$ cat src/rtl/rf_wb_pkg.sv
// Shared types and constants for the register-file writeback queue.
package rf_wb_pkg;

  localparam int XLEN     = 32;
  localparam int AW       = 5;
  localparam int NUM_REGS = 32;

  // One pending register-file write.
  typedef struct packed {
    logic [AW-1:0]   addr;
    logic [XLEN-1:0] data;
  } wb_entry_t;

endpackage

$ cat src/rtl/rf_wb_fifo.sv
// In-order circular buffer of wb_entry_t with wrap-around pointers.
// With RF_WB_BYPASS_EN defined, also exposes all slots in age order
// (index 0 = head) so the top level can search them for forwarding.
module rf_wb_fifo
  import rf_wb_pkg::*;
#(
  parameter int DEPTH = 4
) (
  input  logic                   clk,
  input  logic                   rst_n,
  input  logic                   push,
  input  wb_entry_t              push_entry,
  input  logic                   pop,
  output wb_entry_t              head,
  output logic                   full,
  output logic                   empty,
  output logic [$clog2(DEPTH):0] count
`ifdef RF_WB_BYPASS_EN
  ,
  output wb_entry_t [DEPTH-1:0]  entries
`endif
);

  localparam int PW = $clog2(DEPTH);
  localparam int CW = PW + 1;

  logic [PW-1:0] wr_ptr_q, wr_ptr_d;
  logic [PW-1:0] rd_ptr_q, rd_ptr_d;
  logic [CW-1:0] count_q,  count_d;
  wb_entry_t     mem_q [DEPTH];

  // Next-state for pointers and occupancy; DEPTH is a power of 2 so pointers wrap for free.
  always_comb begin
    // NOTE: every output of a combinational block gets a value on every path, else a latch is inferred.
    wr_ptr_d = wr_ptr_q + PW'(push);
    rd_ptr_d = rd_ptr_q + PW'(pop);
    count_d  = count_q + CW'(push) - CW'(pop);
  end

  // Pointer and occupancy registers.
  always_ff @(posedge clk or negedge rst_n) begin
    // NOTE: sequential state uses non-blocking assignments so every flop samples pre-edge values.
    if (!rst_n) begin
      wr_ptr_q <= '0;
      rd_ptr_q <= '0;
      count_q  <= '0;
    end else begin
      wr_ptr_q <= wr_ptr_d;
      rd_ptr_q <= rd_ptr_d;
      count_q  <= count_d;
    end
  end

  // Entry storage.
  // NOTE: storage is deliberately not reset; slots are only read when the occupancy count marks them valid.
  always_ff @(posedge clk) begin
    if (push) mem_q[wr_ptr_q] <= push_entry;
  end

  assign head  = mem_q[rd_ptr_q];
  assign count = count_q;
  assign full  = (count_q == CW'(DEPTH));
  assign empty = (count_q == '0);

`ifdef RF_WB_BYPASS_EN
  // Age-ordered view of all slots for the forwarding search.
  always_comb begin
    for (int i = 0; i < DEPTH; i++) begin
      entries[i] = mem_q[rd_ptr_q + PW'(i)];
    end
  end
`endif

endmodule

$ cat src/rtl/rf_writeback_queue.sv
// Writeback queue in front of the 32x32 register file: in-order FIFO,
// one-entry registered output stage driving AddrD/DataD/RegWEn, and a
// per-register pending-write scoreboard for RAW hazard detection.
// Optional macro RF_WB_BYPASS_EN adds forwarding outputs (fwd_hit_*/fwd_data_*).
// Address and data widths come from rf_wb_pkg.
module rf_writeback_queue
  import rf_wb_pkg::*;
#(
  parameter int DEPTH = 4
) (
  input  logic                   clk,
  input  logic                   rst_n,
  input  logic                   in_valid,
  output logic                   in_ready,
  input  logic [AW-1:0]          in_addr,
  input  logic [XLEN-1:0]        in_data,
  input  logic                   hold,
  input  logic [AW-1:0]          q_addr_a,
  input  logic [AW-1:0]          q_addr_b,
  output logic                   busy_a,
  output logic                   busy_b,
  output logic [$clog2(DEPTH):0] count,
`ifdef RF_WB_BYPASS_EN
  output logic                   fwd_hit_a,
  output logic                   fwd_hit_b,
  output logic [XLEN-1:0]        fwd_data_a,
  output logic [XLEN-1:0]        fwd_data_b,
`endif
  output logic [AW-1:0]          AddrD,
  output logic [XLEN-1:0]        DataD,
  output logic                   RegWEn
);

  // Up to DEPTH queued plus one in the output stage may be outstanding per register.
  localparam int SBW = $clog2(DEPTH + 2);
  localparam int CW  = $clog2(DEPTH) + 1;

  logic            push, pop, fifo_full, fifo_empty;
  wb_entry_t       fifo_head;
  logic [CW-1:0]   fifo_count;
  logic            regwen_q, regwen_d;
  logic [AW-1:0]   addr_q,   addr_d;
  logic [XLEN-1:0] data_q,   data_d;
  logic [SBW-1:0]  sb_q [NUM_REGS];
  logic [SBW-1:0]  sb_d [NUM_REGS];

  // Writes to x0 complete the handshake but are discarded.
  assign in_ready = !fifo_full;
  assign push     = in_valid && in_ready && (in_addr != '0);
  assign pop      = !fifo_empty && !hold;

`ifdef RF_WB_BYPASS_EN
  wb_entry_t [DEPTH-1:0] fifo_entries;
`endif

  rf_wb_fifo #(.DEPTH(DEPTH)) u_fifo (
    .clk        (clk),
    .rst_n      (rst_n),
    .push       (push),
    .push_entry ('{addr: in_addr, data: in_data}),
    .pop        (pop),
    .head       (fifo_head),
    .full       (fifo_full),
    .empty      (fifo_empty),
`ifdef RF_WB_BYPASS_EN
    .entries    (fifo_entries),
`endif
    .count      (fifo_count)
  );

  // Output stage: a popped entry is presented for exactly one cycle; address/data hold otherwise.
  always_comb begin
    regwen_d = pop;
    addr_d   = pop ? fifo_head.addr : addr_q;
    data_d   = pop ? fifo_head.data : data_q;
  end

  // Scoreboard: count up on accepted write, down as the entry leaves the output stage.
  always_comb begin
    for (int r = 0; r < NUM_REGS; r++) begin
      sb_d[r] = sb_q[r];
      if (push && in_addr == AW'(r))   sb_d[r] = sb_d[r] + SBW'(1);
      if (regwen_q && addr_q == AW'(r)) sb_d[r] = sb_d[r] - SBW'(1);
    end
  end

  // Output stage and scoreboard registers; reset discards everything in flight.
  always_ff @(posedge clk or negedge rst_n) begin
    if (!rst_n) begin
      regwen_q <= 1'b0;
      addr_q   <= '0;
      data_q   <= '0;
      for (int r = 0; r < NUM_REGS; r++) sb_q[r] <= '0;
    end else begin
      regwen_q <= regwen_d;
      addr_q   <= addr_d;
      data_q   <= data_d;
      for (int r = 0; r < NUM_REGS; r++) sb_q[r] <= sb_d[r];
    end
  end

  assign busy_a = (q_addr_a != '0) && (sb_q[q_addr_a] != '0);
  assign busy_b = (q_addr_b != '0) && (sb_q[q_addr_b] != '0);
  assign count  = fifo_count;
  assign AddrD  = addr_q;
  assign DataD  = data_q;
  assign RegWEn = regwen_q;

`ifdef RF_WB_BYPASS_EN
  // Youngest match wins: output stage is oldest, then FIFO from head to tail. Returns {hit, data}.
  function automatic logic [XLEN:0] fwd_lookup(
    input logic [AW-1:0]         q,
    input wb_entry_t [DEPTH-1:0] ents,
    input logic [CW-1:0]         n,
    input logic                  out_vld,
    input logic [AW-1:0]         out_addr,
    input logic [XLEN-1:0]       out_data
  );
    logic [XLEN:0] res;
    res = '0;
    if (q != '0) begin
      if (out_vld && out_addr == q) res = {1'b1, out_data};
      for (int i = 0; i < DEPTH; i++) begin
        if (CW'(i) < n && ents[i].addr == q) res = {1'b1, ents[i].data};
      end
    end
    return res;
  endfunction

  // Forwarding search for both decode source operands.
  always_comb begin
    {fwd_hit_a, fwd_data_a} = fwd_lookup(q_addr_a, fifo_entries, fifo_count, regwen_q, addr_q, data_q);
    {fwd_hit_b, fwd_data_b} = fwd_lookup(q_addr_b, fifo_entries, fifo_count, regwen_q, addr_q, data_q);
  end
`endif

endmodule

$ cat config.mk
export PLATFORM = sky130hd
export DESIGN_NAME = rf_writeback_queue
export DESIGN_NICKNAME = d
export VERILOG_FILES = /design/src/rtl/rf_wb_pkg.sv /design/src/rtl/rf_wb_fifo.sv /design/src/rtl/rf_writeback_queue.sv
export SDC_FILE = /design/constraint.sdc
export NUM_CORES = 1
export LEC_CHECK = 0
export CAP_MARGIN = 40
export CORE_UTILIZATION = 55
export CTS_BUF_LIST = sky130_fd_sc_hd__clkbuf_4 sky130_fd_sc_hd__clkbuf_8
export DETAILED_ROUTE_END_ITERATION = 10
export PLACE_DENSITY = 0.86
export SKIP_CTS_REPAIR_TIMING = 1
export SYNTH_ARGS = -nofsm -noshare
export SYNTH_HDL_FRONTEND = slang
export SYNTH_SLANG_ARGS = --single-unit
$ cat constraint.sdc
create_clock -name clk -period 3.8 [get_ports clk]
set_input_delay 0.95 -clock clk [delete_from_list [all_inputs] [get_ports clk]]
set_output_delay 0.95 -clock clk [all_outputs]
set_load 0.05 [all_outputs]
==> results of run 1 <==
-- state kept, by name, summed over array words and instances, names as in the netlist --
signal           flops
u_fifo.mem_q       148
sb_q                93
DataD               32
AddrD                5
u_fifo.count         3
u_fifo.rd_ptr_q      2
u_fifo.wr_ptr_q      2
RegWEn               1
-- final timing paths --
kind,from,endpoint,slack (ps),depth (start not counted)
worst min register to register,DataD[21],DataD[21],510,1
min in group clk,DataD[21],DataD[21],510,1
worst min-delay path,rst_n,sb_q[71],350,1
max in group asynchronous,rst_n,sb_q[11],2620,2
worst max-delay path,q_addr_b[0],busy_b,50,8
worst max register to register,u_fifo.count[2],u_fifo.mem_q[0][0],1130,6
-- cell families after synthesis --
kind of cell    Yosys count  share of synthesized area [%]
compound gates           33                           1.69
xor+xnor                129                           9.38
fa+ha+maj                65                           6.02
buf+inv                  36                           1.09
flops                   286                           57.9
mux                     145                           14.6
simple gates            237                           9.29
-- stage by stage --
step | total power [mW] | worst slack, ps
after global placement | 10.0 | 36.0
after global routing | 13.9 | -18.3
after floorplan | 8.59 | 74.1
after CTS | 13.2 | 28.0
final | 13.2 | 50.6
after detailed placement | 10.3 | 28.3
-- placed cells by master (no fill, tap or decap), drive strengths merged, types with 37 or more instances in the layout --
cell	synthesis	routed
buf	16	40
clkbuf	13	73
clkdlybuf4s50	0	90
dfrtp	138	138
edfxtp	148	148
ha	64	64
mux2	37	37
mux2i	68	68
mux4	40	40
nand2	71	71
nor2	38	38
xnor2	45	45
xor2	84	84
-- cell type report --
class / count / area share (%)
diodes: 2 / 0.0307
clock buffers: 73 / 5.66
clock inverters: 13 / 0.743
inverters: 7 / 0.161
multi-input cells: 609 / 34.6
flip-flops and latches: 286 / 48.4
well taps: 324 / 2.48
repair buffers: 131 / 7.94
-- report_power, final --
part / internal, mW / switching (mW)
Combinational: 2.23 / 2.78
Clock: 1.64 / 1.25
Sequential: 4.34 / 0.920
-- layer usage --
layer | GRT usage, % | share of wire, % | vias to the layer above | routed length [um]
met5 | 0 | 0.045 | - | 13
met4 | 7.60 | 2.4 | 2 | 689
met3 | 5.83 | 6.3 | 52 | 1820
met2 | 39.6 | 50 | 238 | 14400
met1 | 29.4 | 41 | 4149 | 12000
li1 | - | - | 3788 | -
==> summary.md, run 1 <==
| Metric | Value |
|---|---|
| Post-place instance area | 15300 um2 |
| Startpoint Class | primary input |
| GRT Residual Overflow | 0 |
| WL/cell | 20.0 um |
| Library cells used by synthesis | 58 |
| Root buffer cell | clkbuf_8 |
| Final Hold Fails | 0 |
| Fraction of registers with async set or reset after synthesis | 48.3% |
| CTS tree | yes |
| DR pass1 iterations | 7 |
| Setup TNS Final | 0 ps |
| Via-per-instance ratio | 5.69 |
| Mapped Avg Cell Area | 14.7 um2 |
| Cells after DPL | 1357 |
| CP Max Fanout | 18 |
| Fin util | 67.1% |
| Die height | 159 um |
| Largest area contributor in the netlist | edfxtp_1 |
| Drt drc | 0 |
| Worst Max-Slew Pin Slew | 769 ps |
| Syn. warnings | 0 |
| Initial antenna violation count | 2 |
| Vias | 8229 |
| Final WL | 28900 um |
| Max stage delay cell, worst path | clkdlybuf4s50_1 |
| Clk sinks | 286 |
| Sequential share of the synthesized area | 57.9% |
| Ports | 95 |
| RePlAce Congestion | 0.867 |
| Area occupied by multi-input gates | 5650 um2 |
| Total of max-cap violations | 0 |
| Design Area, Final | 16300 um2 |
| Pin count of the biggest net entering global routing | 57 |
| Vias in the first global route | 8727 |
| Critical Path AT | 2800 ps |
| #FFs+latches synth | 286 |
| Worst path top cell family by delay | buffers and inverters |
| Post-route ant nets | 0 |
| FF+latch area | 7900 um2 |
| Hold crit path type | primary input to asynchronous set/reset pin |
| Cts bufs inserted | 47 |
| Mapped Nets | 1047 |
| Slew HR | 48.8% |
| Tcrit/Tclk final | 98.7% |
| Endpoints failing setup | 0 |
| Post-Layout Cell Count | 1445 |
| Share of cells above drive strength 1 | 21.8% |
| List of most frequent post-synthesis cells | 148 x edfxtp_1, 138 x dfrtp_1, 84 x xor2_1 |
| Final hold slack | 348 ps |
| Reg clk slew, reported paths | 60 ps |
| First-pass GRT wire length | 46100 um |
| Outcome | complete, no violations |
| Setup Skew | 26.0 ps |
| Largest cells by area after synthesis | edfxtp_1 33%, dfrtp_1 25%, mux4_2 6.6% |
| Pwr dens | 806 nW/um2 |
| Req. time, crit path | 2850 ps |
| Top-count cell post-synth | edfxtp_1 |
| Final nets | 1198 |
| Row cnt | 57 |
| Fin. max-slew vios | 0 |
| Mapped cell area | 13600 um2 |
| Starting Density | 56.1% |
| DIE AREA | 25400 um2 |
| Global Route Usage Sum | 23.3% |
| Area Overhead vs Synth | 19.7% |
| Yosys top cell area share | 32.6% |
| Initial DRC count | 523 |
| Clk_lat worst skew | 580 ps |
| Bufs on Longest Clock Path | 3 |
| Minimum clock period | 3750 ps |
| Post-Syn Instances | 931 |
| Leakage | 6.12 nW |
| Max VDD drop | 530 uV |
| Cell Chain, Critical Path | clkdlybuf4s50_1 -> buf_12 -> nor4_1 -> a211oi_1 -> a2111oi_2 -> nor3_1 -> a22o_1 -> buf_12 |
| Top_reg_cell synth | edfxtp_1 |
| EDFF count, synth | 148 |
| Layout fillers | 1633 |
| Worst setup path category | primary input to output port |
| Crit. End Element | output port |
| Dpl hpwl | 19800 um |
| Most used cell, CP | buf_12 |
| H-Tree Depth | 2 |
| Placeable Area | 24300 um2 |
| Die Wd | 159 um |
| CP bufs+invs | 3 |
| CP max stage delay | 440 ps |
| PortBufs | 94 |
| Peak Freq | 267 MHz |
(Power assumes the default switching activity.)
==> run 2: changes to the inputs <==
--- a/config.mk
+++ b/config.mk
@@ -6,10 +6,11 @@
 export NUM_CORES = 1
 export LEC_CHECK = 0
 export CAP_MARGIN = 40
-export CORE_UTILIZATION = 55
+export CORE_UTILIZATION = 60
 export CTS_BUF_LIST = sky130_fd_sc_hd__clkbuf_4 sky130_fd_sc_hd__clkbuf_8
 export DETAILED_ROUTE_END_ITERATION = 10
-export PLACE_DENSITY = 0.86
+export DONT_BUFFER_PORTS = 1
+export PLACE_DENSITY = 0.87
 export SKIP_CTS_REPAIR_TIMING = 1
 export SYNTH_ARGS = -nofsm -noshare
 export SYNTH_HDL_FRONTEND = slang
==> summary.md, run 2 (synthesis gave the netlist of run 1 again) <==
| Metric | Value |
|---|---|
| CTS tree | yes |
| Final Hold Fails | 0 (unchanged) |
| Startpoint Class | register |
| Clk_lat worst skew | 580 ps (about the same) |
| DR pass1 iterations | 8 (+1) |
| WL/cell | 22.2 um (+11%) |
| Vias | 7870 (-4.4%) |
| Slew HR | 38.4% (-10 points) |
| Largest Register | u_fifo.mem_q |
| Critical Path AT | 2550 ps (-250 ps) |
| H-Tree Depth | 2 (unchanged) |
| PortBufs | 0 (-100%) |
| Failing checks | DRC |
| Design Area, Final | 15000 um2 (-8.3%) |
| Post-place instance area | 14100 um2 (-7.8%) |
| Peak Freq | 286 MHz (+7.1%) |
| Pre-CTS WS | 612 ps (+583 ps) |
| ANT cells | 0 (-2) |
| Cell Chain, Critical Path | nor3_1 -> a211oi_1 -> a2111oi_0 -> nor3_1 -> a22o_1 |
| Dpl hpwl | 19100 um (-3.4%) |
| Final nets | 1082 (-9.7%) |
| Reg clk slew, reported paths | 60 ps (about the same) |
| R2R setup slack | 600 ps (-530 ps) |
| Tcrit/Tclk final | 92.1% (-6.5 points) |
| Outcome | finished, violations left |
| Cts bufs inserted | 46 (-2.1%) |
| Bufs on Longest Clock Path | 3 (unchanged) |
| Hold crit path type | primary input to asynchronous set/reset pin |
| Req. time, crit path | 2850 ps (about the same) |
| Max stage delay cell, worst path | a2111oi_0 |
| Setup Skew | 23.1 ps (-2.85 ps) |
| Ports | 95 (unchanged) |
| Via-per-instance ratio | 6.14 (+7.8%) |
| Clk sinks | 286 (unchanged) |
| Minimum clock period | 3500 ps (-249 ps) |
| Die height | 153 um (-4.2%) |
| First-pass GRT wire length | 45300 um (-1.9%) |
| CP max stage delay | 460 ps (+20 ps) |
| Vias in the first global route | 8497 (-2.6%) |
| CP Max Fanout | 3 (-15) |
| Worst Max-Slew Pin Slew | 923 ps (+155 ps) |
| Global Route Usage Sum | 25.5% (+2.1 points) |
| Total of max-cap violations | 0 (unchanged) |
| Setup TNS Final | 0 ps (unchanged) |
| Share of cells above drive strength 1 | 20.9% (-0.95 points) |
| Starting Density | 61.9% (+5.8 points) |
| Pin count of the biggest net entering global routing | 139 (+140%) |
| Die Wd | 153 um (-4.2%) |
| Leakage | 5.55 nW (-9.4%) |
| GRT Residual Overflow | 0 (unchanged) |
| Endpoints failing setup | 0 (unchanged) |
| Commonest non-fill, non-tap cell in the layout | edfxtp_1 |
| Initial antenna violation count | 0 (-2) |
| Reg-to-reg startpoint | u_fifo.count[0] |
| Initial DRC count | 554 (+5.9%) |
| Pwr dens | 821 nW/um2 (+2.0%) |
| Post-route ant nets | 0 (unchanged) |
| Max VDD drop | 644 uV (+21%) |
| Drt drc | 6 (+6) |
| Crit. End Element | output port |
| Max reg flops | 148 (unchanged) |
| Final WL | 28400 um (-1.6%) |
| RSZ-0062 raised after global routing | false |
| DIE AREA | 23300 um2 (-8.2%) |
| RR Endpoint | u_fifo.mem_q[0][6] |
| Final hold slack | 88.7 ps (-259 ps) |
| Root buffer cell | clkbuf_8 |
| Worst setup path category | register to output port |
| Fin. max-slew vios | 0 (unchanged) |
| Row cnt | 54 (-5.3%) |
| Area Overhead vs Synth | 9.69% |
| FF-to-FF path depth | 6 (unchanged) |
| Placeable Area | 22000 um2 (-9.4%) |
| Worst setup margin | 299 ps (+249 ps) |
| RePlAce Congestion | 0.849 (-2.1%) |
| Most frequent cells in the layout | 148 x edfxtp_1, 137 x dfrtp_1, 84 x xor2_1 |
| Most used cell, CP | nor3_1 |
-- run 2: cell types whose count changed in the layout (fill, tap and decap cells not counted), sizes merged --
| cell | previous run | this run |
|---|---|---|
| clkdlybuf4s50 | 90 | 0 |
| buf | 40 | 16 |
| clkbuf | 73 | 69 |
| clkinv | 10 | 12 |
| diode | 2 | 0 |
| bufinv | 1 | 0 |
| dlymetal6s2s | 1 | 0 |
| inv | 9 | 10 |
-- run 2: layer usage --
metal / GRT usage, % / part of all wire (%) / routed length (um) / vias up
met1: 30.6 / 39 / 11000 / 3952
met5: 0 / 0 / 0 / -
met3: 7.85 / 8.6 / 2450 / 62
met4: 10.4 / 2.9 / 818 / 0
li1: - / - / - / 3542
met2: 42.8 / 50 / 14200 / 314
-- run 2: cell type report --
| class | count | area, um2 |
|---|---|---|
| inverters | 7 | 26.3 |
| flip-flops and latches | 286 | 7900 |
| well taps | 280 | 350 |
| clock inverters | 15 | 90.1 |
| repair buffers | 16 | 153 |
| clock buffers | 69 | 812 |
| multi-input cells | 609 | 5640 |
| fillers | 1450 | 7060 |
-- run 2: worst max-delay path by stage --
stage                          from                  end  slack (ps)  cells past startpoint
floorplan           u_fifo.count[1]   u_fifo.mem_q[2][0]          70                      6
global placement        q_addr_a[1]               busy_a         610                      4
detailed placement  u_fifo.count[0]  u_fifo.mem_q[0][18]         610                      6
CTS                        sb_q[72]               busy_b         310                      5
global route               sb_q[79]               busy_b         170                      5
finish                     sb_q[72]               busy_b         300                      5
-- run 2: power by group --
part | total, mW | internal, mW | switching [mW]
Clock | 2.60 | 1.38 | 1.21
Combinational | 3.65 | 1.79 | 1.86
Sequential | 6.04 | 4.32 | 1.72
-- run 2: through the flow --
step / cells / power [mW] / utilization [%]
6_report: 1282 / 12.3 / 67.9
5_1_grt: 1282 / 13.0 / 67.9
4_1_cts: 1282 / 12.4 / 67.9
3_5_place_dp: 1198 / 9.71 / 63.8
3_3_place_gp: 1196 / 9.37 / 63.6
2_1_floorplan: 931 / 8.59 / -
-- run 2: critical path: cells and delay by family (launching register included) --
kind	cells	cell delay, ps
AOI/OAI and AO/OA	3	1030
DFF	1	410
and+or+nand+nor	2	540
